**src/rtl/cp0_pkg.sv**
```systemverilog
// Shared CP0 definitions: register numbers, SR/Cause field positions,
// ExcCode values, PRId and the exception handler vector.
package cp0_pkg;

  localparam logic [4:0] REG_BADVADDR = 5'd8;
  localparam logic [4:0] REG_SR       = 5'd12;
  localparam logic [4:0] REG_CAUSE    = 5'd13;
  localparam logic [4:0] REG_EPC      = 5'd14;
  localparam logic [4:0] REG_PRID     = 5'd15;

  localparam int SR_IE        = 0;
  localparam int SR_EXL       = 1;
  localparam int SR_IM_LO     = 10;
  localparam int SR_IM_HI     = 15;
  localparam int CAUSE_BD     = 31;
  localparam int CAUSE_IP_LO  = 10;
  localparam int CAUSE_IP_HI  = 15;
  localparam int CAUSE_EXC_LO = 2;
  localparam int CAUSE_EXC_HI = 6;

  typedef enum logic [4:0] {
    EXC_INT  = 5'd0,
    EXC_ADEL = 5'd4,
    EXC_ADES = 5'd5,
    EXC_RI   = 5'd10,
    EXC_OV   = 5'd12
  } exc_code_e;

  localparam logic [31:0] PRID_VALUE   = 32'h0000_4CE0;
  localparam logic [31:0] HANDLER_ADDR = 32'h0000_4180;

  // A delay-slot victim restarts at its branch; the low two bits are always dropped.
  function automatic logic [31:0] epc_align(input logic [31:0] pc, input logic in_bd);
    logic [31:0] target;
    target = in_bd ? (pc - 32'd4) : pc;
    return target & 32'hFFFF_FFFC;
  endfunction

endpackage

```
**src/rtl/cp0_int_arb.sv**
```systemverilog
// Interrupt/exception request and priority: decides whether the handler is
// entered this cycle and which ExcCode gets recorded.
module cp0_int_arb
  import cp0_pkg::*;
(
  input  logic       ie,
  input  logic       exl,
  input  logic [5:0] im,
  input  logic [5:0] hw_int,
  input  logic [4:0] exc_code,
  output logic       int_req,
  output logic [4:0] code_sel
);

  logic int_pend_s;
  logic exc_pend_s;

  // Interrupts outrank a synchronous exception and record code 0.
  always_comb begin
    int_pend_s = ie & ~exl & (|(hw_int & im));
    exc_pend_s = ~exl & (exc_code != 5'd0);
    int_req    = int_pend_s | exc_pend_s;
    if (int_pend_s) begin
      code_sel = EXC_INT;
    end else begin
      code_sel = exc_code;
    end
  end

endmodule

```
**src/rtl/cp0_exc_unit.sv**
```systemverilog
// CP0 exception unit: SR, Cause, EPC, PRId and mtc0/mfc0 access.
// Optional BadVAddr (reg 8) and badvaddr_in port under CP0_BADVADDR_EN.
module cp0_exc_unit
  import cp0_pkg::*;
(
  input  logic        clk,
  input  logic        reset,
  input  logic        we,
  input  logic [4:0]  addr,
  input  logic [31:0] wdata,
  output logic [31:0] rdata,
  input  logic [31:0] vpc,
  input  logic        bd,
  input  logic [4:0]  exc_code,
  input  logic [5:0]  hw_int,
  input  logic        eret,
`ifdef CP0_BADVADDR_EN
  input  logic [31:0] badvaddr_in,
`endif
  output logic        int_req,
  output logic [31:0] epc_out
);

  logic        ie_q, ie_d;
  logic        exl_q, exl_d;
  logic [5:0]  im_q, im_d;
  logic        bd_q, bd_d;
  logic [5:0]  ip_q, ip_d;
  logic [4:0]  exc_q, exc_d;
  logic [31:0] epc_q, epc_d;
`ifdef CP0_BADVADDR_EN
  logic [31:0] bva_q, bva_d;
`endif

  logic [4:0]  code_sel_s;
  logic        wr_sr_s;
  logic        wr_epc_s;

  cp0_int_arb u_arb (
    .ie       (ie_q),
    .exl      (exl_q),
    .im       (im_q),
    .hw_int   (hw_int),
    .exc_code (exc_code),
    .int_req  (int_req),
    .code_sel (code_sel_s)
  );

  // Next state: exception entry overrides mtc0; eret clears EXL after any SR write.
  always_comb begin
    ie_d     = ie_q;
    exl_d    = exl_q;
    im_d     = im_q;
    bd_d     = bd_q;
    ip_d     = hw_int;
    exc_d    = exc_q;
    epc_d    = epc_q;
    wr_sr_s  = we & (addr == REG_SR);
    wr_epc_s = we & (addr == REG_EPC);
`ifdef CP0_BADVADDR_EN
    bva_d    = bva_q;
`endif
    if (int_req) begin
      exl_d = 1'b1;
      exc_d = code_sel_s;
      bd_d  = bd;
      epc_d = epc_align(vpc, bd);
`ifdef CP0_BADVADDR_EN
      if ((code_sel_s == EXC_ADEL) || (code_sel_s == EXC_ADES)) begin
        bva_d = badvaddr_in;
      end else begin
        bva_d = bva_q;
      end
`endif
    end else begin
      ie_d  = wr_sr_s  ? wdata[SR_IE]             : ie_q;
      im_d  = wr_sr_s  ? wdata[SR_IM_HI:SR_IM_LO] : im_q;
      exl_d = (wr_sr_s ? wdata[SR_EXL] : exl_q) & ~eret;
      epc_d = wr_epc_s ? wdata                    : epc_q;
    end
  end

  // Register state with synchronous reset.
  always_ff @(posedge clk) begin
    if (reset) begin
      ie_q  <= 1'b0;
      exl_q <= 1'b0;
      im_q  <= 6'd0;
      bd_q  <= 1'b0;
      ip_q  <= 6'd0;
      exc_q <= 5'd0;
      epc_q <= 32'd0;
`ifdef CP0_BADVADDR_EN
      bva_q <= 32'd0;
`endif
    end else begin
      ie_q  <= ie_d;
      exl_q <= exl_d;
      im_q  <= im_d;
      bd_q  <= bd_d;
      ip_q  <= ip_d;
      exc_q <= exc_d;
      epc_q <= epc_d;
`ifdef CP0_BADVADDR_EN
      bva_q <= bva_d;
`endif
    end
  end

  // mfc0 read mux; unimplemented numbers read zero.
  always_comb begin
    rdata = 32'd0;
    case (addr)
      REG_SR: begin
        rdata[SR_IE]                    = ie_q;
        rdata[SR_EXL]                   = exl_q;
        rdata[SR_IM_HI:SR_IM_LO]        = im_q;
      end
      REG_CAUSE: begin
        rdata[CAUSE_BD]                 = bd_q;
        rdata[CAUSE_IP_HI:CAUSE_IP_LO]  = ip_q;
        rdata[CAUSE_EXC_HI:CAUSE_EXC_LO] = exc_q;
      end
      REG_EPC:  rdata = epc_q;
      REG_PRID: rdata = PRID_VALUE;
`ifdef CP0_BADVADDR_EN
      REG_BADVADDR: rdata = bva_q;
`endif
      default:  rdata = 32'd0;
    endcase
  end

  assign epc_out = epc_q;

endmodule

```
**config.mk**
```make
export PLATFORM = sky130hd
export DESIGN_NAME = cp0_exc_unit
export DESIGN_NICKNAME = d
export VERILOG_FILES = /design/src/rtl/cp0_pkg.sv /design/src/rtl/cp0_int_arb.sv /design/src/rtl/cp0_exc_unit.sv
export SDC_FILE = /design/constraint.sdc
export NUM_CORES = 1
export LEC_CHECK = 0
export ABC_AREA = 1
export CAP_MARGIN = 15
export CORE_ASPECT_RATIO = 1.5
export CORE_UTILIZATION = 45
export CTS_BUF_LIST = sky130_fd_sc_hd__clkbuf_8 sky130_fd_sc_hd__clkbuf_16
export DETAILED_ROUTE_END_ITERATION = 12
export DONT_BUFFER_PORTS = 1
export PLACE_DENSITY = 0.69
export SLEW_MARGIN = 30
export SYNTH_ARGS = -nofsm -noshare
export SYNTH_HDL_FRONTEND = slang
export SYNTH_SLANG_ARGS = --single-unit
```
**constraint.sdc**
```tcl
create_clock -name clk -period 3.05 [get_ports clk]
set_input_delay 0.305 -clock clk [delete_from_list [all_inputs] [get_ports clk]]
set_output_delay 0.305 -clock clk [all_outputs]
set_load 0.01 [all_outputs]
```
==> impl_metrics.xml <==
<?xml version="1.0" encoding="UTF-8"?>
<metrics>
  <group name="layout">
    <metric name="diodes" unit="">0</metric>
    <metric name="final_layout_fill_cell_count" unit="">851</metric>
    <metric name="nets" unit="">668</metric>
    <metric name="post_route_cells_drive_above_1_share" unit="">0.04631</metric>
    <metric name="final_core_utilization" unit="">0.4912</metric>
    <metric name="syn2layout_area_growth" unit="%">4.995</metric>
  </group>
  <group name="synth">
    <metric name="synthDistinctLibCells" unit="">37</metric>
    <metric name="share_of_the_synthesized_area_in_the_top_cell_type" unit="">0.2886</metric>
    <metric name="yosysWarningCount" unit="">0</metric>
    <metric name="number_of_cells_produced_by_synthesis" unit="">594</metric>
    <metric name="syn-num-nets" unit="">680</metric>
    <metric name="syn-mean-instance-area" unit="um2">6.073</metric>
    <metric name="synth_area_leader_cell" unit="">dfxtp_1</metric>
    <metric name="synth_area" unit="um2">3607</metric>
    <metric name="synth_top_cells_by_area" unit="">dfxtp_1 (29%), nand2_1 (13%), inv_1 (11%), nor2_1 (9.8%), nand3_1 (6.0%)</metric>
    <metric name="ys_seq_elements" unit="">52</metric>
    <metric name="synth-seq-area-share" unit="">0.2886</metric>
    <metric name="ys_async_sr_fraction" unit="">0</metric>
    <metric name="synth-edff-count" unit="">0</metric>
    <metric name="dominantRegCellSynth" unit="">dfxtp_1</metric>
  </group>
  <group name="global_route">
    <metric name="overflow" unit="">0</metric>
    <metric name="first_global_vias" unit="">3607</metric>
    <metric name="globalRouteTotalUtil" unit="">0.2714</metric>
    <metric name="antenna_found_initial" unit="">0</metric>
    <metric name="grt_max_degree" unit="">41</metric>
    <metric name="global_route_wire_length_before_repair" unit="um">17330</metric>
  </group>
  <group name="sta">
    <metric name="unrepaired_setup_endpoints_after_global_routing" unit="">no</metric>
    <metric name="final-hold-violation-count" unit="">0</metric>
    <metric name="tns" unit="ns">0</metric>
    <metric name="clock_skew" unit="ns">0.008674</metric>
    <metric name="max_slew_margin" unit="">0.4233</metric>
    <metric name="report.final.slew_viol_count" unit="">0</metric>
    <metric name="hold_ws" unit="ns">0.07765</metric>
    <metric name="worst_pin_slew" unit="ns">0.8640</metric>
    <metric name="setup_violations" unit="">0</metric>
    <metric name="period_share" unit="">0.6900</metric>
    <metric name="min_period" unit="ns">2.104</metric>
    <metric name="post-route-worst-setup-slack" unit="ns">0.9456</metric>
    <metric name="timing.fmax" unit="MHz">475.2</metric>
  </group>
  <group name="routing">
    <metric name="remaining_drc_errors" unit="">0</metric>
    <metric name="route.vias.total" unit="">3782</metric>
    <metric name="initialDrtViolationCount" unit="">202</metric>
    <metric name="route.detailed.vias_per_inst" unit="">5.521</metric>
    <metric name="dr.pass1.iters" unit="">5</metric>
    <metric name="route.antenna.remaining_nets" unit="">0</metric>
    <metric name="routed_wl" unit="um">11290</metric>
    <metric name="routed_wire_length_per_instance" unit="um">16.48</metric>
  </group>
  <group name="cts">
    <metric name="cts_resized" unit="">0</metric>
    <metric name="post_cts_hold_buffer_count" unit="">0</metric>
    <metric name="tritoncts_clock_tree" unit="">yes</metric>
    <metric name="clock_insertion_delay_worst_skew" unit="ns">0.29</metric>
    <metric name="cts.sinks" unit="">52</metric>
    <metric name="clkSlewWorstSetupHoldPaths" unit="ns">0.07</metric>
    <metric name="number_of_buffers_inserted_during_clock_tree_synthesis" unit="">5</metric>
    <metric name="cts.path.max_buffers" unit="">2</metric>
    <metric name="cts-root-buf" unit="">clkbuf_16</metric>
    <metric name="cts_setup_buffers" unit="">0</metric>
    <metric name="htree_levels" unit="">2</metric>
  </group>
  <group name="worst_hold_path">
    <metric name="worstHoldPathType" unit="">primary input to flip-flop</metric>
  </group>
  <group name="floorplanning">
    <metric name="num_rows" unit="">39</metric>
    <metric name="starting_density_of_the_core" unit="">0.4679</metric>
    <metric name="die_area" unit="um2">8385</metric>
    <metric name="io_pins" unit="">150</metric>
    <metric name="core_area" unit="um2">7710</metric>
    <metric name="die_height" unit="um">111.7</metric>
    <metric name="die_x" unit="um">75.10</metric>
  </group>
  <group name="critical_path">
    <metric name="critical_path_required" unit="ns">3.27</metric>
    <metric name="critical_path.max_fanout" unit="">16</metric>
    <metric name="critical_path.endpoint_type" unit="">flip-flop</metric>
    <metric name="crit_path_start_kind" unit="">flip-flop</metric>
    <metric name="path_delay_family" unit="">simple AND/OR/NAND/NOR gates</metric>
    <metric name="cpPeakStageDelay" unit="ns">0.37</metric>
    <metric name="crit_chain" unit="">inv_1 -&gt; o21ai_0 -&gt; nor2_1 -&gt; nand2_1 -&gt; nand2_2 -&gt; nand2_2 -&gt; inv_1 -&gt; o21ai_0 -&gt; a21oi_1</metric>
    <metric name="cp_num_buf_inv" unit="">2</metric>
    <metric name="slowest_stage" unit="">inv_1</metric>
    <metric name="timing_worst_setup_path_type" unit="">flip-flop to flip-flop</metric>
    <metric name="worst-endpoint-arrival" unit="ns">2.32</metric>
  </group>
  <group name="power_and_ir_drop">
    <metric name="power.density" unit="nW/um2">422.2</metric>
    <metric name="static-leakage-power" unit="uW">0.001660</metric>
    <metric name="total_power" unit="uW">1599</metric>
    <metric name="max-vdd-ir-drop" unit="V">0.0002203</metric>
  </group>
  <group name="outcome">
    <metric name="status" unit="">finished clean</metric>
  </group>
  <group name="job">
    <metric name="maxCapViolCount" unit="">0</metric>
  </group>
  <group name="placement">
    <metric name="gp_congestion" unit="">0.9101</metric>
    <metric name="detail_placement_hpwl" unit="um">8782</metric>
    <metric name="port-buffer-count" unit="">0</metric>
    <metric name="detailedPlace.worstSlack" unit="ns">0.9263</metric>
  </group>
</metrics>
sequential cells by signal, indices dropped and copies added, names as in the netlist:
signal   flops
exl_q        1
epc_out     32
bd_q         1
ie_q         1
exc_q        5
im_q         6
ip_q         6
synthesized netlist by cell type (2+ instances only):
master	count
a211oi_1	5
a21oi_1	26
and2_1	2
buf_1	2
buf_2	7
buf_4	2
buf_6	4
clkbuf_1	7
dfxtp_1	52
inv_1	101
inv_2	2
nand2_1	123
nand2_2	2
nand3_1	43
nand3_2	2
nand3b_1	3
nand4_1	25
nor2_1	94
nor2_2	4
nor2_4	2
nor2_8	2
nor3_1	3
o211a_1	3
o211ai_1	4
o21ai_0	43
o21ai_1	5
o221ai_1	6
o22ai_1	3
xnor2_1	2
xor2_1	8
stage by stage:
step / area (um2) / instances
after floorplan: 3607 / 594
after global placement: 3641 / 677
after detailed placement: 3641 / 677
after CTS: 3787 / 685
after global routing: 3787 / 685
final: 3787 / 685
cells by family (layout without fill, tap and decap cells):
logic type                 count (synthesis)  after routing  share of synthesized area
AOI/OAI and AO/OA                         98             98                     0.1582
adders and majority gates                  1              1                   0.003468
DFF                                       52             52                     0.2886
buffers and inverters                    125            114                     0.1429
xor gates and xnor gates                  10             10                    0.02428
and+or+nand+nor                          308            308                     0.3826
placed cells by master, fill, tap and decap left out, drive strengths merged:
cell and instances:
a211oi 5, a21oi 26, a32o 1, and2 2
buf 3, clkbuf 6, dfxtp 52, ha 1
inv 105, nand2 126, nand3 45, nand3b 3
nand4 25, nor2 102, nor3 3, o211a 3
o211ai 5, o21ai 49, o221ai 6, o22ai 3
or2 2, xnor2 2, xor2 8
report_power, final:
group	internal, uW	switching [uW]
combinational	84.9	164
clock	321	247
sequential	729	53.2
total	1130	464
path summary, 6_finish.rpt:
path                        start                        to  slack [ns]  cells past startpoint
max          im_q[2]$_SDFFE_PP0P_  epc_out[16]$_SDFFE_PP0P_        0.95                      9
min                         reset   epc_out[2]$_SDFFE_PP0P_        0.08                      1
max reg2reg  im_q[2]$_SDFFE_PP0P_  epc_out[16]$_SDFFE_PP0P_        0.95                      9
min reg2reg  im_q[3]$_SDFFE_PP0P_      im_q[3]$_SDFFE_PP0P_        0.48                      2
area by class of cell:
| class | instances | area [um2] | share of cell area |
|---|---|---|---|
| well taps | 102 | 127.6 | 0.03370 |
| flip-flops and latches | 52 | 1041 | 0.2749 |
| multi-input cells | 417 | 2051 | 0.5415 |
| repair buffers | 3 | 35.03 | 0.009250 |
| clock inverters | 2 | 7.507 | 0.001982 |
| clock buffers | 6 | 138.9 | 0.03667 |
| inverters | 103 | 386.6 | 0.1021 |
layer usage:
metal,track usage,share of wire,vias to the layer above
met5,0,0,-
li1,-,-,1883
met4,0.1396,0.041,0
met1,0.3124,0.38,1697
met3,0.04253,0.082,33
met2,0.4673,0.50,169
Power figures use the tool's default switching activity.
